### src/rtl/rf_scoreboard.sv
// rf_scoreboard: per-register in-flight write tracking and issue control for
// the RV32E decode stage. Stalls decode on RAW hazards or write-counter
// overflow, and credits same-cycle writebacks that decode already bypasses.
//
// Ports:
//   clk, rst                  clock, synchronous active-high reset
//   id_valid                  decode holds a valid instruction
//   id_rs1_addr/id_rs2_addr   source register addresses
//   id_rs1_used/id_rs2_used   instruction reads rs1/rs2
//   id_rd_addr, id_reg_write  destination and write enable of decode instr
//   wb_valid, wb_rd_addr      writeback bus from WB stage
//   flush                     kill all in-flight instructions
//   id_ready                  instruction may issue (comb, ignores id_valid)
//   stall                     id_valid & ~id_ready (comb)
//   hazard_rs1/hazard_rs2     RAW hazard per source operand (comb)
//   busy_mask                 bit r set while cnt[r] != 0
//   inflight                  total outstanding tracked writes
//   stall_cnt                 saturating stall-cycle counter
//   err_underflow             sticky writeback-to-idle-register error
module rf_scoreboard #(
  parameter int unsigned NREG  = 16,
  parameter int unsigned CNT_W = 2
) (
  input  logic                    clk,
  input  logic                    rst,
  input  logic                    id_valid,
  input  logic [$clog2(NREG)-1:0] id_rs1_addr,
  input  logic [$clog2(NREG)-1:0] id_rs2_addr,
  input  logic                    id_rs1_used,
  input  logic                    id_rs2_used,
  input  logic [$clog2(NREG)-1:0] id_rd_addr,
  input  logic                    id_reg_write,
  input  logic                    wb_valid,
  input  logic [$clog2(NREG)-1:0] wb_rd_addr,
  input  logic                    flush,
  output logic                    id_ready,
  output logic                    stall,
  output logic                    hazard_rs1,
  output logic                    hazard_rs2,
  output logic [NREG-1:0]         busy_mask,
  output logic [5:0]              inflight,
  output logic [15:0]             stall_cnt,
  output logic                    err_underflow
);

  localparam int unsigned AW    = $clog2(NREG);
  localparam int unsigned INF_W = 6;
  localparam int unsigned SC_W  = 16;
  localparam logic [CNT_W-1:0] CNT_MAX = '1;

  logic [CNT_W-1:0] cnt_q [NREG];
  logic [CNT_W-1:0] cnt_d [NREG];
  logic [INF_W-1:0] inflight_q, inflight_d;
  logic [SC_W-1:0]  stall_cnt_q, stall_cnt_d;
  logic             err_q, err_d;

  logic [CNT_W-1:0] rs1_cnt, rs2_cnt, rd_cnt, wb_cnt;
  logic             rs1_avail, rs2_avail, waw_full;
  logic             inc, dec, underflow_hit;

  // Hazard detection and issue decision; a count of one that is being
  // written back this cycle is available through the decode bypass.
  always_comb begin
    rs1_cnt    = cnt_q[id_rs1_addr];
    rs2_cnt    = cnt_q[id_rs2_addr];
    rd_cnt     = cnt_q[id_rd_addr];
    wb_cnt     = cnt_q[wb_rd_addr];
    rs1_avail  = (rs1_cnt == '0) ||
                 ((rs1_cnt == CNT_W'(1)) && wb_valid && (wb_rd_addr == id_rs1_addr));
    rs2_avail  = (rs2_cnt == '0) ||
                 ((rs2_cnt == CNT_W'(1)) && wb_valid && (wb_rd_addr == id_rs2_addr));
    hazard_rs1 = id_rs1_used && (id_rs1_addr != '0) && !rs1_avail;
    hazard_rs2 = id_rs2_used && (id_rs2_addr != '0) && !rs2_avail;
    // A full counter can still accept a new write if it drains this cycle.
    waw_full   = id_reg_write && (id_rd_addr != '0) && (rd_cnt == CNT_MAX) &&
                 !(wb_valid && (wb_rd_addr == id_rd_addr));
    id_ready   = !flush && !hazard_rs1 && !hazard_rs2 && !waw_full;
    stall      = id_valid && !id_ready;

    inc           = id_valid && id_ready && id_reg_write && (id_rd_addr != '0);
    dec           = !flush && wb_valid && (wb_rd_addr != '0) && (wb_cnt != '0);
    underflow_hit = !flush && wb_valid && (wb_rd_addr != '0) && (wb_cnt == '0);
  end

  // Next-state for counters, inflight total, stall counter and error flag.
  always_comb begin
    for (int r = 0; r < NREG; r++) begin
      cnt_d[r] = cnt_q[r];
      if (flush || (r == 0)) begin
        cnt_d[r] = '0;
      end else begin
        if (inc && (id_rd_addr == AW'(r)) && !(dec && (wb_rd_addr == AW'(r)))) begin
          cnt_d[r] = cnt_q[r] + CNT_W'(1);
        end else if (dec && (wb_rd_addr == AW'(r)) && !(inc && (id_rd_addr == AW'(r)))) begin
          cnt_d[r] = cnt_q[r] - CNT_W'(1);
        end
      end
    end

    inflight_d = flush ? '0 : (inflight_q + INF_W'(inc) - INF_W'(dec));

    stall_cnt_d = stall_cnt_q;
    if (stall && (stall_cnt_q != '1)) begin
      stall_cnt_d = stall_cnt_q + SC_W'(1);
    end

    err_d = err_q || underflow_hit;
  end

  // State registers; reset overrides flush and all other activity.
  always_ff @(posedge clk) begin
    if (rst) begin
      for (int r = 0; r < NREG; r++) cnt_q[r] <= '0;
      inflight_q  <= '0;
      stall_cnt_q <= '0;
      err_q       <= 1'b0;
    end else begin
      for (int r = 0; r < NREG; r++) cnt_q[r] <= cnt_d[r];
      inflight_q  <= inflight_d;
      stall_cnt_q <= stall_cnt_d;
      err_q       <= err_d;
    end
  end

  always_comb begin
    for (int r = 0; r < NREG; r++) busy_mask[r] = (cnt_q[r] != '0);
  end

  assign inflight      = inflight_q;
  assign stall_cnt     = stall_cnt_q;
  assign err_underflow = err_q;

endmodule
### config.mk
export PLATFORM = sky130hd
export DESIGN_NAME = rf_scoreboard
export DESIGN_NICKNAME = d
export VERILOG_FILES = /design/src/rtl/rf_scoreboard.sv
export SDC_FILE = /design/constraint.sdc
export NUM_CORES = 1
export LEC_CHECK = 0
export ABC_AREA = 1
export BUFFER_PORTS_ARGS = -buffer_cell sky130_fd_sc_hd__buf_2
export CORE_ASPECT_RATIO = 0.8
export CORE_UTILIZATION = 60
export CTS_BUF_LIST = sky130_fd_sc_hd__clkbuf_2 sky130_fd_sc_hd__clkbuf_4 sky130_fd_sc_hd__clkbuf_8
export CTS_CLUSTER_DIAMETER = 100
export DETAILED_ROUTE_END_ITERATION = 8
export GPL_TIMING_DRIVEN = 1
export PLACE_DENSITY = 0.83
export REMOVE_ABC_BUFFERS = 1
export SYNTH_ARGS = -nofsm -noshare
export SYNTH_HDL_FRONTEND = slang
export SYNTH_SLANG_ARGS = --single-unit
### constraint.sdc
create_clock -name clk -period 4 [get_ports clk]
set_input_delay 0.2 -clock clk [delete_from_list [all_inputs] [get_ports clk]]
set_output_delay 0.2 -clock clk [all_outputs]
set_load 0.02 [all_outputs]
==> After elaboration in Yosys (flattened, before gate mapping) <==
Memories as Yosys holds them, arrays and structs flattened.
Index checks and enable logic that the tools add are counted.
{ "op_classes": {"reduce_logical": 150, "bitwise_logic": 16, "n_addsub": 33, "eq_ne": 37, "n_mux": 64} }
{ "op_table": {"columns": ["cell", "count"], "rows": [
  ["$mux W2", 61],
  ["$logic_and A1 B1 Y1", 84],
  ["$eq A4 B4 Y1 const B", 16],
  ["$logic_not A1 Y1", 38],
  ["$reduce_bool A2 Y1", 17],
  ["$eq A4 B3 Y1 const B", 8],
  ["$add A2 B1 Y2 const B", 15],
  ["$sub A2 B1 Y2 const B", 15],
  ["$add A16 B1 Y16 const B", 1],
  ["$eq A4 B2 Y1 const B", 4],
  ["$ne A16 B16 Y1 const B", 1],
  ["$or A1 B1 Y1", 16],
  ["$reduce_bool A4 Y1", 4],
  ["$eq A4 B4 Y1", 3],
  ["$eq A4 B1 Y1 const B", 2],
  ["$add A6 B1 Y6", 1],
  ["$logic_not A2 Y1", 3],
  ["$sub A6 B1 Y6", 1],
  ["$eq A2 B1 Y1 const B", 2],
  ["$logic_or A1 B1 Y1", 3],
  ["$mux W1", 3],
  ["$eq A2 B2 Y1 const B", 1],
  ["$reduce_or A2 Y1", 1]
]} }
{ "totals": {"word_cells": 304, "output_inout_bits": 43, "memories": 1, "input_bits": 24, "ramBits": 32, "reg_bits": 23} }
{ "mem_list": {"columns": ["memory", "words", "word_bits", "read_ports", "rd_clocked_by_memory_dff", "wr", "line_no", "source"], "rows": [
  ["cnt_q", 16, 2, 20, 0, 16, "51", "logic [CNT_W-1:0] cnt_q [NREG];"]
]} }

==> Depth between registers and ports, before layout <==
An unclocked memory read counts as a cell.
{ "logic_depth": {"word_depth": 21, "mapped_depth": 29} }

==> Least setup slack after synthesis <==
OpenSTA, ideal clock, no wires.
{ "synth_path": {"path_type": "input-to-reg", "from": "input id_rs2_addr[0]", "to": "register inflight_q[4], in the netlist inflight[4]", "cell_stages": 23, "setup_ns": 0.131, "n_path_buf": 3, "required_time_ns": 3.869, "slack_ns": 0.791, "arrival_ns": 3.078, "path_cell_list": "buf_4 -> buf_6 -> o211ai_1 -> nand2_1 -> nand2_1 -> nand2_1 -> nor2_1 -> nand2_1 -> nand3_1 -> nand3_4 -> clkinv_2 -> nand3_4 -> buf_6 -> ha_1 -> inv_1 -> ha_1 -> fa_1 -> nand2_1 -> inv_1 -> or2_2 -> a21oi_1 -> nand2_1 -> nor3b_1"} }
{ "synth_between": {"elab_chain_len": 15} }
{ "synth_lines": {"columns": ["item", "line_no", "source"], "rows": [
  ["start: declaration", "28", "input logic [$clog2(NREG)-1:0] id_rs2_addr,"],
  ["$mem_v2 Z16 W2", null, null],
  ["$eq A2 B1 Y1", "71", "((rs2_cnt == CNT_W'(1)) && wb_valid && (wb_rd_addr == id_rs2_addr));"],
  ["$logic_and A1 B1 Y1 (2 in series)", "71", null],
  ["$logic_or A1 B1 Y1", "70", "rs2_avail = (rs2_cnt == '0) ||"],
  ["$logic_not A1 Y1", "73", "hazard_rs2 = id_rs2_used && (id_rs2_addr != '0) && !rs2_avail;"],
  ["$logic_and A1 B1 Y1 *", "73", null],
  ["$logic_not A1 Y1 *", "77", "id_ready = !flush && !hazard_rs1 && !hazard_rs2 && !waw_full;"],
  ["$logic_and A1 B1 Y1 * (2 in series)", "77", null],
  ["via id_ready", "36", "output logic id_ready,"],
  ["$logic_and A1 B1 Y1 * (3 in series)", "80", "inc = id_valid && id_ready && id_reg_write && (id_rd_addr != '0);"],
  ["$add A6 B1 Y6 *", "100", "inflight_d = flush ? '0 : (inflight_q + INF_W'(inc) - INF_W'(dec));"],
  ["$sub A6 B1 Y6 *", "100", null],
  ["end signal: assignment", "119", "inflight_q <= inflight_d;"],
  ["end: declaration", "53", "logic [INF_W-1:0] inflight_q, inflight_d;"]
]} }
The timed path passes the listed nets; every way through them passes the cells marked *.
A chain may end at the register's enable or synchronous reset.

==> flow_summary.json <==
{
  "status": "completed",
  "synth_edf_count": 0,
  "cts_tree": "built",
  "clockBufferDepth": 2,
  "routed_wl_mm": 14.4,
  "reg2reg_slack_ns": 0.59,
  "wl_per_cell_um": 16.9,
  "hold_viol_final": 0,
  "gr-total-overflow": 0,
  "worstSetupPathType": "reg2reg",
  "slew_headroom": 0.508,
  "timing.fmax_mhz": 293,
  "crit_fanout": 5,
  "min_period_over_period": 0.852,
  "via_per_inst": 6.02,
  "cts_buffers": 5,
  "r2r-end": "inflight[4]$_SDFF_PP0_",
  "grtUsageTotal": 0.377,
  "pin_count": 67,
  "ctsHoldBuffers": 0,
  "gp_congestion": 1.02,
  "grt_pass1_wl_mm": 23.2,
  "ys.flop_type": "dfxtp_1",
  "finalClockSkew_ns": 0.00533,
  "nNetsFinal": 813,
  "cp_data_arrival_time_ns": 3.59,
  "pwr-share-comb": 0.183,
  "reg2reg_from": "cnt_q[7][0]$_SDFFE_PP0P_",
  "timing.final.crit_period_ns": 3.41,
  "drv_slew": 0,
  "rows": 27,
  "final_antenna_net_count": 0,
  "synthArstFlopShare": 0,
  "syn_inst": 718,
  "diodes": 0,
  "tns_ns": 0,
  "clkPwrFrac": 0.319,
  "start_kind": "flop",
  "drtIter0Drc": 634,
  "swShare": 0.323,
  "grt_setup_unrepaired": "no",
  "dieArea_um2": 7870,
  "firstDrtPassIters": 6,
  "crit_start": "cnt_q[7][0]$_SDFFE_PP0P_",
  "crit_path_max_incr_delay_ns": 0.57,
  "endpoint_kind": "flop",
  "fillers": 656,
  "post_cts_buffers": 0,
  "crit_required_ns": 4.18,
  "grt_pass1_vias": 4501,
  "port_buffers": 65,
  "syn_area_um2": 4510,
  "vias": 5144,
  "hold-worst-slack_ns": 0.264,
  "tightest_slew_ns": 0.738,
  "start_util": 0.639,
  "vdd_ir_drop_max_uv": 154,
  "clk_pin_slew_ns": 0.11,
  "drive_gt1_frac": 0.133,
  "multi_input_area_um2": 2910,
  "yosys_warnings": 0,
  "cts_resized": 0,
  "dp_hpwl_mm": 11.1,
  "root_buffer": "clkbuf_8",
  "die_y_um": 79.6,
  "die_w_um": 99.0,
  "htree_num_levels": 2,
  "crit_slowest_cell": "o41ai_1",
  "clock_sinks": 53,
  "yosysSeqAreaShare": 0.235,
  "grt_max_degree": 37,
  "crit_end": "inflight[4]$_SDFF_PP0_",
  "avgSynthCellArea_um2": 6.29,
  "setup_viol": 0,
  "layout.area.seq_um2": 1060,
  "p_int_mw": 0.727,
  "areaGrowthSynthToFinish_pct": 8.21,
  "power.switching_mw": 0.346,
  "ff2ff_path_depth": 16,
  "core_um2": 7060,
  "p_leak_nw": 2.31,
  "ys_ff_latch": 53,
  "hp-class": "in2reg",
  "clk_latency_ns": 0.31,
  "p_per_area_nw_per_um2": 220,
  "min_from": "rst",
  "p_seq_frac": 0.498,
  "synth_cell_types": 38,
  "drc_errors": 0,
  "grt_antenna_before_repair": 0,
  "worstPathCellList": "inv_1, a21oi_1, o41ai_1, nand3_1, nand2_1, inv_1, ha_1, inv_1, ha_1, fa_1, nand2_1, inv_1, or2_2, a21oi_1, nand2_1, nor3b_1",
  "crit_top_cell": "inv_1",
  "cap_violations": 0
}
## worst min-delay path by stage
stage	endpoint	cells after the start
5_1_grt	stall_cnt[2]$_SDFFE_PP0P_	2
2_1_floorplan	err_underflow$_SDFF_PP0_	1
6_report	stall_cnt[8]$_SDFFE_PP0P_	2
3_5_place_dp	err_underflow$_SDFF_PP0_	2
4_1_cts	stall_cnt[2]$_SDFFE_PP0P_	2
3_3_place_gp	err_underflow$_SDFF_PP0_	2
## cell families after synthesis
family,synth area share
XOR/XNOR,0.0563
flip-flops,0.235
adder cells (fa/ha/maj),0.0654
other,0.000831
AND/OR/NAND/NOR,0.340
AO/OA/AOI/OAI,0.182
buffers and inverters,0.121
## layer usage
metal,vias to the layer above,global-route usage,wire length (µm)
li1,2436,-,-
met4,0,0.0985,425
met3,50,0.0771,1900
met1,2309,0.531,6150
met2,349,0.585,5950
met5,-,0,0
## cell usage in the layout (no fill, tap or decap), types with 2 or more instances in the layout
| cell | n |
|---|---|
| nand2_1 | 197 |
| inv_1 | 90 |
| a21oi_1 | 72 |
| buf_2 | 65 |
| nor2_1 | 63 |
| dfxtp_1 | 53 |
| o21ai_0 | 30 |
| nand3_1 | 27 |
| xor2_1 | 23 |
| nand4_1 | 22 |
| ha_1 | 22 |
| o21a_1 | 15 |
| nor3_1 | 11 |
| nor3_2 | 10 |
| o211ai_1 | 10 |
| o21ai_1 | 7 |
| xnor2_1 | 6 |
| clkbuf_8 | 6 |
| inv_2 | 5 |
| a31oi_1 | 4 |
| nand3_4 | 3 |
| o21bai_1 | 3 |
| buf_4 | 3 |
| nor2_2 | 2 |
| nor4_1 | 2 |
| or2_2 | 2 |
| nor3b_1 | 2 |
## cell usage after synthesis (all sizes together) (15+ instances only)
library cell | instances | area (µm²)
a21oi | 73 | 369
buf | 19 | 155
dfxtp | 53 | 1060
ha | 22 | 275
inv | 95 | 357
nand2 | 198 | 751
nand3 | 30 | 188
nand4 | 23 | 150
nor2 | 65 | 249
nor3 | 21 | 155
o21a | 15 | 113
o21ai | 37 | 185
xor2 | 23 | 201
## sequential cells by signal (all words and copies together) (netlist names)
register / flops
cnt_q: 30
err_underflow: 1
inflight: 6
stall_cnt: 16
## critical path: cells and delay by family, from the launching register on
kind	cells	cell delay [ns]
compound gates	3	0.83
fa+ha+maj	3	0.87
buf+inv	4	0.32
flops	1	0.39
simple gates	6	0.86
## through the flow
step | setup slack [ns] | cell area [µm²] | util | std cells | power [mW]
after floorplan | 0.804 | 4330 | - | 691 | 0.654
after global placement | 0.487 | 4780 | 0.678 | 846 | 0.732
after detailed placement | 0.476 | 4780 | 0.678 | 846 | 0.736
after CTS | 0.698 | 4880 | 0.692 | 854 | 1.07
after global routing | 0.329 | 4880 | 0.692 | 854 | 1.11
final | 0.592 | 4880 | 0.692 | 854 | 1.07
## cell type report
cell class / instances / area share
clock buffers: 6 / 0.0169
clock inverters: 2 / 0.00333
inverters: 96 / 0.0740
multi-input cells: 542 / 0.595
flip-flops and latches: 53 / 0.217
well taps: 87 / 0.0223
repair buffers: 68 / 0.0712
## power by group through the flow
stage	Combinational [mW]	Clock, mW	Sequential, mW
3_3_place_gp	0.186	0	0.547
2_1_floorplan	0.104	0	0.551
4_1_cts	0.190	0.344	0.535
5_1_grt	0.212	0.366	0.535
6_report	0.197	0.342	0.535
3_5_place_dp	0.189	0	0.547
(Power assumes the default switching activity.)
